$ cat src/rtl/irq_sequencer.sv
// Interrupt entry/exit sequencer: latches edge requests, applies mask and fixed
// priority, supports nesting, and drives the stack/vector control lines.
module irq_sequencer #(
    parameter int unsigned          N_IRQ      = 4,
    parameter int unsigned          DATA_W     = 16,
    parameter int unsigned          NEST_DEPTH = 2,
    parameter logic [DATA_W-1:0]    VEC_BASE   = 'hFF00,
    parameter logic [N_IRQ-1:0]     MASK_RESET = '1
) (
    input  logic                              clock,
    input  logic                              reset,
    input  logic [N_IRQ-1:0]                  irq_req,
    input  logic                              mask_wr,
    input  logic [N_IRQ-1:0]                  mask_data,
    input  logic                              boundary,
    input  logic                              rti_req,
    input  logic [DATA_W-1:0]                 this_pc,
    input  logic [DATA_W-1:0]                 sr_in,
    input  logic [DATA_W-1:0]                 mem_rdata,
    output logic                              busy,
    output logic                              mem_read,
    output logic                              mem_write,
    output logic                              mem_addr_is_sp,
    output logic [DATA_W-1:0]                 vec_addr,
    output logic [DATA_W-1:0]                 mem_wdata,
    output logic                              sp_inc,
    output logic                              sp_dec,
    output logic                              set_pc,
    output logic [DATA_W-1:0]                 pc_load,
    output logic                              set_sr,
    output logic [N_IRQ-1:0]                  irq_ack,
    output logic [$clog2(N_IRQ)-1:0]          active_id,
    output logic [$clog2(NEST_DEPTH+1)-1:0]   nest_level,
    output logic                              rti_underflow
);

    localparam int unsigned IdW  = $clog2(N_IRQ);
    localparam int unsigned LvlW = $clog2(NEST_DEPTH + 1);

    typedef enum logic [3:0] {
        StIdle, StPushPc, StIncPc, StPushSr, StIncSr, StVecAddr, StVecLoad,
        StDecSr, StSrAddr, StSrLoad, StDecPc, StPcAddr, StPcLoad
    } state_e;

    state_e            state_q, state_d;
    logic [N_IRQ-1:0]  irq_prev_q, pending_q, pending_d, mask_q, cand;
    logic [IdW-1:0]    win, win_q, active_id_q, active_id_d;
    logic [IdW-1:0]    stack_q [NEST_DEPTH];
    logic [IdW-1:0]    stack_d [NEST_DEPTH];
    logic [LvlW-1:0]   nest_q, nest_d;
    logic [DATA_W-1:0] pc_q, sr_q;
    logic              underflow_q, underflow_d, accept, capture;

    // Highest-priority enabled pending request and whether it may preempt.
    always_comb begin
        cand = pending_q & mask_q;
        win  = '0;
        for (int i = int'(N_IRQ) - 1; i >= 0; i--) begin
            if (cand[i]) win = IdW'(i);
        end
        accept = (|cand) && ((nest_q == '0) ||
                 ((win < active_id_q) && (nest_q < LvlW'(NEST_DEPTH))));
    end

    // Next-state: RTI wins over a simultaneous boundary; both ignored while busy.
    always_comb begin
        state_d = state_q;
        capture = 1'b0;
        unique case (state_q)
            StIdle: begin
                if (rti_req) begin
                    state_d = StDecSr;
                end else if (boundary && accept) begin
                    state_d = StPushPc;
                    capture = 1'b1;
                end
            end
            StPushPc:  state_d = StIncPc;
            StIncPc:   state_d = StPushSr;
            StPushSr:  state_d = StIncSr;
            StIncSr:   state_d = StVecAddr;
            StVecAddr: state_d = StVecLoad;
            StVecLoad: state_d = StIdle;
            StDecSr:   state_d = StSrAddr;
            StSrAddr:  state_d = StSrLoad;
            StSrLoad:  state_d = StDecPc;
            StDecPc:   state_d = StPcAddr;
            StPcAddr:  state_d = StPcLoad;
            StPcLoad:  state_d = StIdle;
            default:   state_d = StIdle;
        endcase
    end

    // Control-line decode from the registered state.
    always_comb begin
        mem_read       = 1'b0;
        mem_write      = 1'b0;
        mem_addr_is_sp = 1'b0;
        vec_addr       = '0;
        mem_wdata      = '0;
        sp_inc         = 1'b0;
        sp_dec         = 1'b0;
        set_pc         = 1'b0;
        pc_load        = '0;
        set_sr         = 1'b0;
        irq_ack        = '0;
        unique case (state_q)
            StPushPc: begin mem_write = 1'b1; mem_addr_is_sp = 1'b1; mem_wdata = pc_q; end
            StIncPc:  sp_inc = 1'b1;
            StPushSr: begin mem_write = 1'b1; mem_addr_is_sp = 1'b1; mem_wdata = sr_q; end
            StIncSr:  sp_inc = 1'b1;
            StVecAddr: begin
                mem_read = 1'b1;
                vec_addr = VEC_BASE + DATA_W'(win_q);  // wraps modulo 2^DATA_W
            end
            StVecLoad: begin
                set_pc  = 1'b1;
                pc_load = mem_rdata;
                for (int i = 0; i < int'(N_IRQ); i++) irq_ack[i] = (int'(win_q) == i);
            end
            StDecSr:  sp_dec = 1'b1;
            StSrAddr: begin mem_read = 1'b1; mem_addr_is_sp = 1'b1; end
            StSrLoad: begin set_sr = 1'b1; mem_addr_is_sp = 1'b1; end
            StDecPc:  sp_dec = 1'b1;
            StPcAddr: begin mem_read = 1'b1; mem_addr_is_sp = 1'b1; end
            StPcLoad: begin set_pc = 1'b1; pc_load = mem_rdata; end
            default: ;
        endcase
    end

    // Pending latch, level stack push/pop and underflow flag.
    always_comb begin
        // A fresh edge in the ack cycle keeps the request pending.
        pending_d   = (pending_q & ~irq_ack) | (irq_req & ~irq_prev_q);
        nest_d      = nest_q;
        active_id_d = active_id_q;
        underflow_d = underflow_q;
        stack_d     = stack_q;
        if (state_q == StVecLoad) begin
            for (int i = 0; i < int'(NEST_DEPTH); i++) begin
                if (i == int'(nest_q)) stack_d[i] = win_q;
            end
            nest_d      = nest_q + LvlW'(1);
            active_id_d = win_q;
        end else if (state_q == StPcLoad) begin
            if (nest_q != '0) begin
                nest_d      = nest_q - LvlW'(1);
                active_id_d = '0;
                for (int i = 0; i < int'(NEST_DEPTH); i++) begin
                    if (i + 2 == int'(nest_q)) active_id_d = stack_q[i];
                end
            end else begin
                underflow_d = 1'b1;
            end
        end
    end

    // State and datapath registers.
    always_ff @(posedge clock or negedge reset) begin
        if (!reset) begin
            state_q     <= StIdle;
            irq_prev_q  <= '0;
            pending_q   <= '0;
            mask_q      <= MASK_RESET;
            win_q       <= '0;
            pc_q        <= '0;
            sr_q        <= '0;
            nest_q      <= '0;
            active_id_q <= '0;
            underflow_q <= 1'b0;
            for (int i = 0; i < int'(NEST_DEPTH); i++) stack_q[i] <= '0;
        end else begin
            state_q     <= state_d;
            irq_prev_q  <= irq_req;
            pending_q   <= pending_d;
            nest_q      <= nest_d;
            active_id_q <= active_id_d;
            underflow_q <= underflow_d;
            stack_q     <= stack_d;
            if (mask_wr) mask_q <= mask_data;
            if (capture) begin
                win_q <= win;
                pc_q  <= this_pc;
                sr_q  <= sr_in;
            end
        end
    end

    assign busy          = (state_q != StIdle);
    assign active_id     = active_id_q;
    assign nest_level    = nest_q;
    assign rti_underflow = underflow_q;

endmodule
$ cat config.mk
export PLATFORM = sky130hd
export DESIGN_NAME = irq_sequencer
export DESIGN_NICKNAME = d
export VERILOG_FILES = /design/src/rtl/irq_sequencer.sv
export SDC_FILE = /design/constraint.sdc
export NUM_CORES = 1
export LEC_CHECK = 0
export CORE_UTILIZATION = 29
export DETAILED_ROUTE_END_ITERATION = 10
export GPL_TIMING_DRIVEN = 1
export SLEW_MARGIN = 20
export SYNTH_ARGS = -nofsm -noshare
export SYNTH_HDL_FRONTEND = slang
export SYNTH_SLANG_ARGS = --single-unit
$ cat constraint.sdc
create_clock -name clock -period 2.3 [get_ports clock]
set_clock_uncertainty 0.1 [all_clocks]
set_input_delay 0.46 -clock clock [delete_from_list [all_inputs] [get_ports clock]]
set_output_delay 0.46 -clock clock [all_outputs]
set_load 0.02 [all_outputs]
======== Word-level counts from Yosys, hierarchy flattened ========
Index checks and enable logic that the tools add are counted.
W data, S select, Z words.
storage, ports and cells
  flip-flop bits (word level) ............. 59
  bits of input ports ..................... 61
  output and inout bits ................... 65
operators by class
  $add $sub $neg .......................... 3
  order comparisons ....................... 2
  eq/ne operators ......................... 19
  multiplexer cells ....................... 29
  bitwise logic cells ..................... 8
  reduce and logical (&&, ||, !) cells .... 23
operators with widths
  operator                count
  $pmux W4 S11            1
  $mux W16                2
  $pmux W16 S2            1
  $mux W2                 12
  $eq A4 B4 Y1 const B    5
  $eq A4 B3 Y1 const B    4
  $and A4 B4 Y4           3
  $mux W4                 3
  $add A9 B3 Y10 const A  1
  $mux W1                 10
  $eq A4 B2 Y1 const B    2
  $not A4 Y4              2
  $reduce_or A2 Y1        4
  $logic_not A2 Y1        3
  $reduce_and A2 Y1       3
  $reduce_bool A2 Y1      3
  $reduce_or A5 Y1        1
  $eq A2 B2 Y1 const A    2
  $eq A2 B2 Y1 const B    2
  $eq A4 B1 Y1 const B    1
  $logic_not A4 Y1        1
  $or A4 B4 Y4            1
  $reduce_bool A4 Y1      1
  $reduce_or A4 Y1        1
  other kinds (12)        15

======== Logic depth before layout (Yosys ltp) ========
Gate-level depths: netlist (run 1).
  word-level depth ........................ 13
  gate-level depth with buffers ........... 8
  gate-level depth less buffers ........... 7

======== Worst setup path after synthesis (run 1) ========
Ideal clock, no wire load.
  kind .................................... register to register
  start ................................... register mask_q[3]
  end ..................................... register pc_q[0]
  arrival ................................. 2.293 ns
  data required time ...................... 2.075 ns
  path slack .............................. -0.218 ns
  stages on the path, launching flop included .. 9
  clock period less this slack ............ 2.518 ns
  cells stage by stage .................... dfstp_2 > a22oi_1 > and3b_1 > ha_1 > nor2b_1 > o21ai_0 > nor4b_4 > buf_6 > mux2_4
on the way
  word-level cells in the longest chain between the ends .. 13
  elaborated cells on any way between the ends .. 14
ends and longest elaborated chain
  what                    RTL line  source
  from (decl)             46        logic [N_IRQ-1:0] irq_prev_q, pending_q, pending_d, mask_q, cand;
  from (signal assigned)  180       if (mask_wr) mask_q <= mask_data;
  $and A4 B4 Y4           56        cand = pending_q & mask_q;
  $mux W2 (4 in a row)    59        if (cand[i]) win = IdW'(i);
  via win[1]              47        logic [IdW-1:0] win, win_q, active_id_q, active_id_d;
  $lt A2 B2 Y1            62        ((win < active_id_q) && (nest_q < LvlW'(NEST_DEPTH))));
  $logic_and A1 B1 Y1     62
  $logic_or A1 B1 Y1      61        accept = (|cand) && ((nest_q == '0) ||
  $logic_and A1 B1 Y1     61
  $logic_and A1 B1 Y1     73        end else if (boundary && accept) begin
  $mux W1                 73
  $mux W1                 71        if (rti_req) begin
  $mux W1                 69        unique case (state_q)
  to (signal assigned)    183       pc_q <= this_pc;
  to (decl)               51        logic [DATA_W-1:0] pc_q, sr_q;
The timed path passes the listed nets, and every way through them passes these cells.
A chain may end at the register's enable or synchronous reset.

======== Worst setup path in the final report (run 1) ========
  start ................................... register mask_q[3]
  end ..................................... register sr_q[9]
on the way
  word-level cells in the longest chain between the ends .. 13
  elaborated cells on any way between the ends .. 14
ends and longest elaborated chain
  what                  RTL line  source
  $and A4 B4 Y4         56
  $mux W2 (4 in a row)  59
  via win[1]            47
  $lt A2 B2 Y1          62
  $logic_and A1 B1 Y1   62
  $logic_or A1 B1 Y1    61
  $logic_and A1 B1 Y1   61
  $logic_and A1 B1 Y1   73
  $mux W1               73
  $mux W1               71
  $mux W1               69
  to (signal assigned)  184       sr_q <= sr_in;
  to (decl)             51
The timed path passes the listed nets, and every way through them passes these cells.

==> results of run 1 <==
[power by group]
part | internal [mW] | switching [mW] | total [mW] | leakage [nW]
Combinational | 1.81 | 1.42 | 3.24 | 1.55
Sequential | 1.45 | 0.301 | 1.75 | 0.713
Clock | 0.585 | 0.421 | 1.01 | 0.108
[worst register-to-register path: cells and delay by family (launching register included)]
| family | cells | cell delay (ns) |
|---|---|---|
| AO/OA/AOI/OAI | 2 | 0.25 |
| adder cells (fa/ha/maj) | 1 | 0.20 |
| multiplexers | 1 | 0.31 |
| flip-flops | 1 | 0.54 |
| buffers and inverters | 2 | 0.36 |
| AND/OR/NAND/NOR | 3 | 0.65 |
[what timing repair did]
item / 4_1_cts / 5_1_grt
hold buffers: 1 / 0
setup endpoints to repair: 89 / 77
endpoints found under the hold margin: 20 / 0
resized for setup: 245 / 16
buffers inserted: 6 / 4
pin swaps: 2 / 2
cloned: 3 / 2
[layout by cell type, fill, tap and decap left out, types with 5 or more instances in the layout]
master	Yosys	layout
buf_4	13	50
and2_1	18	18
clkbuf_8	0	12
dfrtp_1	55	54
conb_1	1	6
mux2_2	14	10
nor2_1	10	8
inv_1	10	9
nand2_1	10	9
a22o_1	19	19
buf_12	0	6
buf_2	0	26
clkdlybuf4s50_1	0	64
mux2_4	30	34
clkdlybuf4s15_2	0	7
o21ai_0	6	5
buf_6	4	15
[sequential cells by signal, summed over array words and instances, names as in the netlist]
| signal | flops |
|---|---|
| rti_underflow | 1 |
| pc_q | 16 |
| mask_q | 4 |
| state_q | 4 |
| nest_level | 2 |
| stack_q | 4 |
| sr_q | 16 |
| irq_prev_q | 4 |
| win_q | 2 |
| pending_q | 4 |
| active_id | 2 |
[path summary, 6_finish.rpt]
| path | end | depth (start not counted) |
|---|---|---|
| hold / removal | pending_q[2] | 1 |
| max in group asynchronous | state_q[2] | 3 |
| setup / recovery | sr_q[9] | 9 |
| hold reg to reg | pending_q[2] | 1 |
| min in group asynchronous | pc_q[7] | 2 |
| setup reg to reg | sr_q[9] | 9 |
[per-layer routing]
| layer | up-vias | GRT usage | part of all wire | wire (um) |
|---|---|---|---|---|
| met5 | - | 0 | 0 | 0 |
| met1 | 1231 | 0.2062 | 0.44 | 3800 |
| met4 | 0 | 0.02716 | 0.0085 | 73 |
| met3 | 7 | 0.04117 | 0.041 | 357 |
| met2 | 69 | 0.2720 | 0.51 | 4379 |
| li1 | 1219 | - | - | - |
[through the flow]
stage / cell area, um^2 / power, mW
3_3_place_gp: 4636 / 4.689
3_5_place_dp: 4636 / 4.733
6_report: 5050 / 5.995
2_1_floorplan: 3085 / 3.399
4_1_cts: 4946 / 5.935
5_1_grt: 5050 / 6.346
[cell families (layout without fill, tap and decap cells)]
group	count (synthesis)	after routing	synth area share
buf+inv	39	203	0.07397
fa+ha+maj	1	1	0.004086
mux	46	46	0.2051
compound gates	41	41	0.09890
other cells	1	6	0.001225
xor+xnor	2	2	0.005722
flops	59	59	0.4839
simple gates	66	66	0.1271
[layout make-up]
| cell class | count | area, um^2 |
|---|---|---|
| multi-input cells | 162 | 1486 |
| flip-flops and latches | 59 | 1483 |
| repair buffers | 177 | 1660 |
| clock inverters | 4 | 47.55 |
| well taps | 136 | 170.2 |
| fillers | 958 | 5228 |
| clock buffers | 12 | 165.2 |
| inverters | 10 | 37.54 |
==> out/results.tsv, run 1 <==
stage	metric	value	unit
outcome	status	complete, but fails checks	
outcome	violated checks	negative setup slack	
clocking	Longest Clk Path Bufs	2	
detailed_routing	vias per inst	4.511	
power_and_ir_drop	power density over cell area	1187	nW/um^2
layout	post-layout util	0.4914	
setup_path	crit path max-delay cell type	dfstp_2	
sta	Final setup viols	42	
synthesis	commonest cells in the netlist	55 x dfrtp_1, 30 x mux2_4, 19 x a22o_1	
sta	final period utilization	1.103	
grt	GR Overflow Total	0	
place	HPWL Detailed	5793	um
detailed_routing	Pre-antenna DRT Iters	5	
detailed_routing	# DRC	0	
setup_path	worst path required time	2.42	ns
setup_path	CP Launch Type	register	
clocking	Clock Pin Slew Worst Setup and Hold Paths	0.07	ns
setup_path	Critical Path AT	2.66	ns
layout	post-layout instance count excluding filler cells	560	
setup_path	flop2flop setup slack	-0.24	ns
sta	Final min period	2.537	ns
synthesis	Post-synth ARST share	1.000	
layout	synth-to-layout area growth	64.94	%
job	max_cap viols	0	
setup_path	CP max stage delay	0.54	ns
place	Buffers on Ports	119	
clocking	Root Driver	clkbuf_8	
synthesis	register area share after synthesis	0.4839	
sta	setup TNS	-7.041	ns
setup_path	Crit Path Max Fanout	9	
setup_path	kind of critical path	reg -> reg	
synthesis	Synth cell types	41	
detailed_routing	DR WL/cell	15.38	um
grt	total global-route track usage	0.1596	
setup_path	Cell Chain, Critical Path	a22oi_2, and3b_2, ha_4, nor2b_1, o21ai_1, nor4b_4, buf_4, clkbuf_16, mux2_4	
synthesis	Synth area leader	dfrtp_1	
clocking	H-tree Lvls	3	
setup_path	Worst setup startpoint	mask_q[3]	
clocking	clk_lat worst skew	0.33	ns
synthesis	ys flop type	dfrtp_1	
grt	largest net degree at the start of global routing	23	
detailed_routing	DR iter-0 viols	65	
sta	RSZ-0062 raised after global routing	true	
sta	final hold vios	0	
place	Final GP Congestion	0.7498	
floorplanning	Site Rows	37	
floorplanning	Die Span Y	104.8	um
layout	# diodes	0	
sta	final hold slack	0.3064	ns
power_and_ir_drop	leakage power	2.366	nW
synthesis	Mapped Area	3062	um^2
place	DP Worst Slack	-0.2659	ns
synthesis	Post-synth EDFFs	0	
setup_path	crit path buf inv count	2	
floorplanning	total die area	10970	um^2
synthesis	Cells after Synth	255	
detailed_routing	wirelength, routed	8610	um
floorplanning	Initial Utilization	0.2979	
sta	fmax	0.3941	GHz
clocking	CTS buffer count	9	
place	DP Cell Count	529	
clocking	CTS tree	yes	
sta	slew margin rel.	0.6643	
synthesis	synth top area cells	dfrtp_1 45%, mux2_4 15%, a22o_1 5.4%	
setup_path	Reg2Reg Launch Point	mask_q[3]	
synthesis	most frequent cell after synthesis	dfrtp_1	
setup_path	Crit path max-delay family	simple AND/OR/NAND/NOR gates	
sta	setup ws final	-0.2373	ns
grt	initial antenna violation count	0	
setup_path	CP Capture Type	register	
floorplanning	I/O pin count	126	
power_and_ir_drop	peak supply drop	0.4458	mV
clocking	clock sink total	59	
detailed_routing	DRT antenna net count	0	
synthesis	synthesized area per cell	12.01	um^2
grt	first-pass GRT wire length	13680	um
layout	fin nets	481	
worst_hold_path	hold path startpoint	irq_prev_q[2]	
worst_hold_path	Tightest Hold Check Type	reg -> reg	
sta	Slew @ Worst Pin	0.5036	ns
synthesis	Synth Register Bits	59	
sta	final count of pins violating max slew	0	
grt	vias in the first global route	2658	
layout	layout cells sized above 1	0.4552	
synthesis	top-area cell type share of the netlist area	0.4495	
floorplanning	Core Area	10280	um^2
floorplanning	Die X	104.8	um
detailed_routing	via count	2526	
synthesis	YS warnings	0	
Note: power is estimated with default switching activity, not from simulation.
==> inputs of run 2 (changes only) <==
--- a/config.mk
+++ b/config.mk
@@ -8,6 +8,7 @@
 export CORE_UTILIZATION = 29
 export DETAILED_ROUTE_END_ITERATION = 10
 export GPL_TIMING_DRIVEN = 1
+export SKIP_LAST_GASP = 1
 export SLEW_MARGIN = 20
 export SYNTH_ARGS = -nofsm -noshare
 export SYNTH_HDL_FRONTEND = slang
==> out/results.tsv, run 2 (same netlist as run 1, synthesis figures left out) <==
stage	metric	value	unit
outcome	status	complete, but fails checks	
outcome	violated checks	negative setup slack	
layout	multi-input logic area	1474	um^2
layout	FILL cells	963	
sta	final period utilization	1.071	
sta	Slew @ Worst Pin	0.5046	ns
detailed_routing	wirelength, routed	8593	um
clocking	Clock Pin Slew Worst Setup and Hold Paths	0.07	ns
grt	initial antenna violation count	0	
detailed_routing	DR WL/cell	15.32	um
power_and_ir_drop	power density over cell area	1182	nW/um^2
sta	slew margin rel.	0.6636	
floorplanning	Die X	104.8	um
setup_path	CP Capture Type	register	
job	max_cap viols	0	
detailed_routing	vias per inst	4.522	
clocking	clk_lat worst skew	0.33	ns
floorplanning	total die area	10970	um^2
place	HPWL Detailed	5793	um
detailed_routing	DR iter-0 viols	72	
layout	post-layout instance count excluding filler cells	561	
sta	setup TNS	-5.052	ns
floorplanning	I/O pin count	126	
sta	Final setup viols	40	
floorplanning	Initial Utilization	0.2979	
detailed_routing	Pre-antenna DRT Iters	4	
grt	first-pass GRT wire length	13550	um
setup_path	worst path required time	2.42	ns
clocking	clock sink total	59	
sta	Final min period	2.463	ns
grt	GR Overflow Total	0	
setup_path	Crit Path Max Fanout	5	
power_and_ir_drop	leakage power	2.365	nW
setup_path	crit path max-delay cell type	dfstp_2	
sta	RSZ-0062 raised after global routing	true	
place	DP Cell Count	529	
setup_path	CP Launch Type	register	
layout	post-layout util	0.4892	
detailed_routing	via count	2537	
place	Buffers on Ports	119	
floorplanning	Die Span Y	104.8	um
sta	final hold vios	0	
layout	# diodes	0	
clocking	CTS buffer count	9	
layout	synth-to-layout area growth	64.20	%
layout	fin nets	482	
grt	largest net degree at the start of global routing	23	
clocking	CTS tree	yes	
floorplanning	Site Rows	37	
worst_hold_path	Tightest Hold Check Type	reg -> reg	
grt	total global-route track usage	0.1580	
setup_path	CP max stage delay	0.54	ns
setup_path	kind of critical path	reg -> reg	
layout	Storage cell area	1483	um^2
grt	vias in the first global route	2647	
clocking	H-tree Lvls	3	
place	Final GP Congestion	0.7498	
layout	layout cells sized above 1	0.4588	
sta	final count of pins violating max slew	0	
floorplanning	Core Area	10280	um^2
setup_path	Critical Path AT	2.58	ns
clocking	Longest Clk Path Bufs	2	
setup_path	Cell Chain, Critical Path	a22oi_2, and3b_2, ha_4, nor2b_4, o21ai_2, nor4b_4, buf_4, clkbuf_16, mux2_4	
layout	commonest non-fill, non-tap cell in the layout	clkdlybuf4s50_1	
sta	fmax	0.4061	GHz
detailed_routing	# DRC	0	
detailed_routing	DRT antenna net count	0	
layout	commonest non-fill, non-tap cells in the layout	64 x clkdlybuf4s50_1, 54 x dfrtp_1, 54 x buf_4	
power_and_ir_drop	peak supply drop	0.4501	mV
sta	setup ws final	-0.1627	ns
layout	Regs by FF count	pc_q (16), sr_q (16)	
clocking	Root Driver	clkbuf_8	
## run 2: metrics by stage
| step | area, um^2 | power, mW | setup slack [ns] | hold slack, ns |
|---|---|---|---|---|
| final | 5027 | 5.944 | -0.1627 | 0.3086 |
| after detailed placement | 4636 | 4.733 | -0.2659 | 0.3090 |
| after CTS | 4927 | 5.895 | -0.2384 | 0.3097 |
| after floorplan | 3085 | 3.399 | -0.1664 | 0.06441 |
| after global routing | 5027 | 6.299 | -0.2531 | 0.3152 |
| after global placement | 4636 | 4.689 | -0.1808 | 0.3076 |
## run 2: worst paths after layout
check	from	end	slack (ns)	cells after the start
worst min register to register	irq_prev_q[2]	pending_q[2]	0.31	1
worst max register to register	mask_q[3]	win_q[0]	-0.16	9
worst max-delay path	mask_q[3]	win_q[0]	-0.16	9
max in group asynchronous	reset	state_q[2]	0.86	3
min in group asynchronous	reset	pc_q[7]	0.53	2
worst min-delay path	irq_prev_q[2]	pending_q[2]	0.31	1
## run 2: cell type report
type	count	area share
clock buffer	12	0.03285
clock inverter	4	0.009457
inverter	10	0.007466
tap	136	0.03385
multi-input combinational	162	0.2932
sequential	59	0.2949
timing repair buffer	178	0.3283
## run 2: worst max-delay path: cells and delay by family (launching register included)
kind                     cells  cell delay, ns
adder cells (fa/ha/maj)      1            0.20
AND/OR/NAND/NOR              3            0.63
flip-flops                   1            0.54
AO/OA/AOI/OAI                2            0.21
buffers and inverters        2            0.36
multiplexers                 1            0.29
## run 2: metal layers
metal	vias to the layer above	global-route usage	part of all wire
li1	1216	-	-
met1	1242	0.2022	0.44
met2	74	0.2711	0.51
met3	5	0.04117	0.044
met4	0	0.02716	0.0062
met5	-	0	0
## run 2: report_power, final
| group | total (mW) | internal, mW | switching [mW] | leakage [nW] |
|---|---|---|---|---|
| clock network | 0.999 | 0.585 | 0.414 | 0.108 |
| logic | 3.20 | 1.79 | 1.41 | 1.54 |
| registers | 1.75 | 1.45 | 0.299 | 0.713 |
| total | 5.94 | 3.82 | 2.12 | 2.36 |
## run 2: repair_timing
action	CTS	global route
hold endpoints to repair	20	0
pin swaps	2	0
hold buffers	1	0
endpoints found under the setup margin	89	77
buffers inserted	6	3
gates resized for setup	233	15
gates cloned	3	3
==> inputs of run 3 (changes only) <==
--- a/config.mk
+++ b/config.mk
@@ -6,8 +6,10 @@
 export NUM_CORES = 1
 export LEC_CHECK = 0
 export CORE_UTILIZATION = 29
+export CTS_CLUSTER_SIZE = 25
 export DETAILED_ROUTE_END_ITERATION = 10
 export GPL_TIMING_DRIVEN = 1
+export MAX_ROUTING_LAYER = met4
 export SKIP_LAST_GASP = 1
 export SLEW_MARGIN = 20
 export SYNTH_ARGS = -nofsm -noshare
==> out/results.tsv, run 3 (same netlist as run 1, synthesis figures left out) <==
stage	metric	value	unit
layout	Regs by FF count	pc_q (16), sr_q (16)	
outcome	status	complete, but fails checks	
setup_path	Worst Setup EP	win_q[0]	
clocking	CTS tree	yes	
sta	final period utilization	1.071	
setup_path	CP Capture Type	register	
setup_path	Reg2Reg Launch Point	state_q[1]	
power_and_ir_drop	Final Power	5.947	mW
grt	total global-route track usage	0.1628	
floorplanning	Die X	104.8	um
place	Buffers on Ports	119	
sta	setup ws final	-0.1629	ns
setup_path	r2r worst-path depth	7	
layout	commonest non-fill, non-tap cells in the layout	64 x clkdlybuf4s50_1, 54 x dfrtp_1, 54 x buf_4	
setup_path	Crit Path Max Fanout	5	
sta	slew margin rel.	0.6638	
place	HPWL Detailed	5793	um
sta	fmax	0.4060	GHz
outcome	violated checks	negative setup slack	
detailed_routing	via count	2549	
setup_path	CP Launch Type	register	
setup_path	flop2flop setup slack	-0.16	ns
floorplanning	Site Rows	37	
detailed_routing	# DRC	0	
clocking	clk_lat worst skew	0.33	ns
place	DP Cell Count	529	
floorplanning	Core Area	10280	um^2
grt	largest net degree at the start of global routing	23	
sta	Slew @ Worst Pin	0.5043	ns
clocking	Longest Clk Path Bufs	2	
power_and_ir_drop	power density over cell area	1183	nW/um^2
worst_hold_path	Tightest Hold Check Type	reg -> reg	
clocking	clock sink total	59	
sta	Final min period	2.463	ns
grt	vias in the first global route	2645	
sta	Final setup viols	40	
detailed_routing	DR iter-0 viols	63	
setup_path	kind of critical path	reg -> reg	
layout	FILL cells	965	
job	max_cap viols	0	
layout	post-layout instance count excluding filler cells	561	
clocking	H-tree Lvls	3	
place	Final GP Congestion	0.7594	
sta	final hold vios	0	
sta	final count of pins violating max slew	0	
grt	initial antenna violation count	0	
power_and_ir_drop	peak supply drop	0.4501	mV
worst_hold_path	Hold Crit Depth	1	
layout	fin nets	482	
layout	# diodes	0	
grt	first-pass GRT wire length	13570	um
setup_path	Worst setup startpoint	state_q[1]	
clocking	Root Driver	clkbuf_8	
layout	synth-to-layout area growth	64.20	%
floorplanning	total die area	10970	um^2
setup_path	Critical Path AT	2.58	ns
power_and_ir_drop	leakage power	2.365	nW
clocking	Clock Pin Slew Worst Setup and Hold Paths	0.07	ns
detailed_routing	wirelength, routed	8606	um
detailed_routing	vias per inst	4.544	
detailed_routing	DR WL/cell	15.34	um
sta	RSZ-0062 raised after global routing	true	
floorplanning	Initial Utilization	0.2979	
detailed_routing	DRT antenna net count	0	
floorplanning	Die Span Y	104.8	um
clocking	CTS buffer count	9	
floorplanning	I/O pin count	126	
layout	layout cells sized above 1	0.4588	
detailed_routing	Pre-antenna DRT Iters	4	
grt	GR Overflow Total	0	
layout	commonest non-fill, non-tap cell in the layout	clkdlybuf4s50_1	
setup_path	worst path required time	2.42	ns
setup_path	worst r2r dst	win_q[0]	
==> run 3: worst min path at each step <==
| stage | start | end | slack [ns] |
|---|---|---|---|
| 6_report | irq_prev_q[2] | pending_q[2] | 0.31 |
| 5_1_grt | irq_prev_q[2] | pending_q[2] | 0.32 |
| 4_1_cts | irq_prev_q[2] | pending_q[2] | 0.31 |
| 3_5_place_dp | irq_prev_q[2] | pending_q[2] | 0.31 |
| 3_3_place_gp | irq_prev_q[2] | pending_q[2] | 0.31 |
| 2_1_floorplan | reset | active_id[0] | 0.06 |
==> run 3: repair_timing <==
action,in CTS,in global routing
setup endpoints to repair,89,77
gates cloned,3,3
hold buffers,1,0
gates resized for setup,233,15
buffers inserted,6,3
endpoints found under the hold margin,20,0
pin swaps,2,0
==> run 3: worst max-delay path: stages, from the launching register on <==
cell       delay [ns]
dfrtp_1          0.43
or4_4            0.56
nor2_2           0.16
nand3_1          0.16
nor4b_4          0.27
buf_4            0.20
clkbuf_16        0.16
mux2_4           0.29
==> run 3: metal layers <==
layer,share of wire,vias to the layer above,track usage,wire length [um]
li1,-,1217,-,-
met4,0.0053,0,0.02716,46
met5,0,-,-,0
met1,0.44,1254,0.2026,3816
met2,0.51,72,0.2715,4367
met3,0.044,6,0.04055,375
==> run 3: final cells by class <==
class                           count  area (um^2)  area share
Timing Repair Buffer              178         1650      0.3283
Sequential cell                    59         1483      0.2949
Multi-Input combinational cell    162         1474      0.2932
Clock buffer                       12        165.2     0.03285
Tap cell                          136        170.2     0.03385
Clock inverter                      4        47.55    0.009457
Inverter                           10        37.54    0.007466
==> run 3: report_power, final <==
| part | internal, mW | leakage [nW] | switching, mW | total, mW |
|---|---|---|---|---|
| clock network | 0.585 | 0.108 | 0.416 | 1.00 |
| registers | 1.45 | 0.713 | 0.301 | 1.75 |
| logic | 1.79 | 1.54 | 1.41 | 3.20 |
| total | 3.82 | 2.36 | 2.12 | 5.95 |
==> run 3: stage by stage <==
stage	worst slack [ns]	TNS [ns]	hold slack, ns	cell area [um^2]	util
finish	-0.1629	-5.096	0.3075	5027	0.4892
CTS	-0.2384	-8.117	0.3097	4927	0.4794
global placement	-0.1808	-7.671	0.3076	4636	0.4511
detailed placement	-0.2659	-9.839	0.3090	4636	0.4511
global route	-0.2524	-10.40	0.3154	5027	0.4892
floorplan	-0.1664	-5.045	0.06441	3085	-
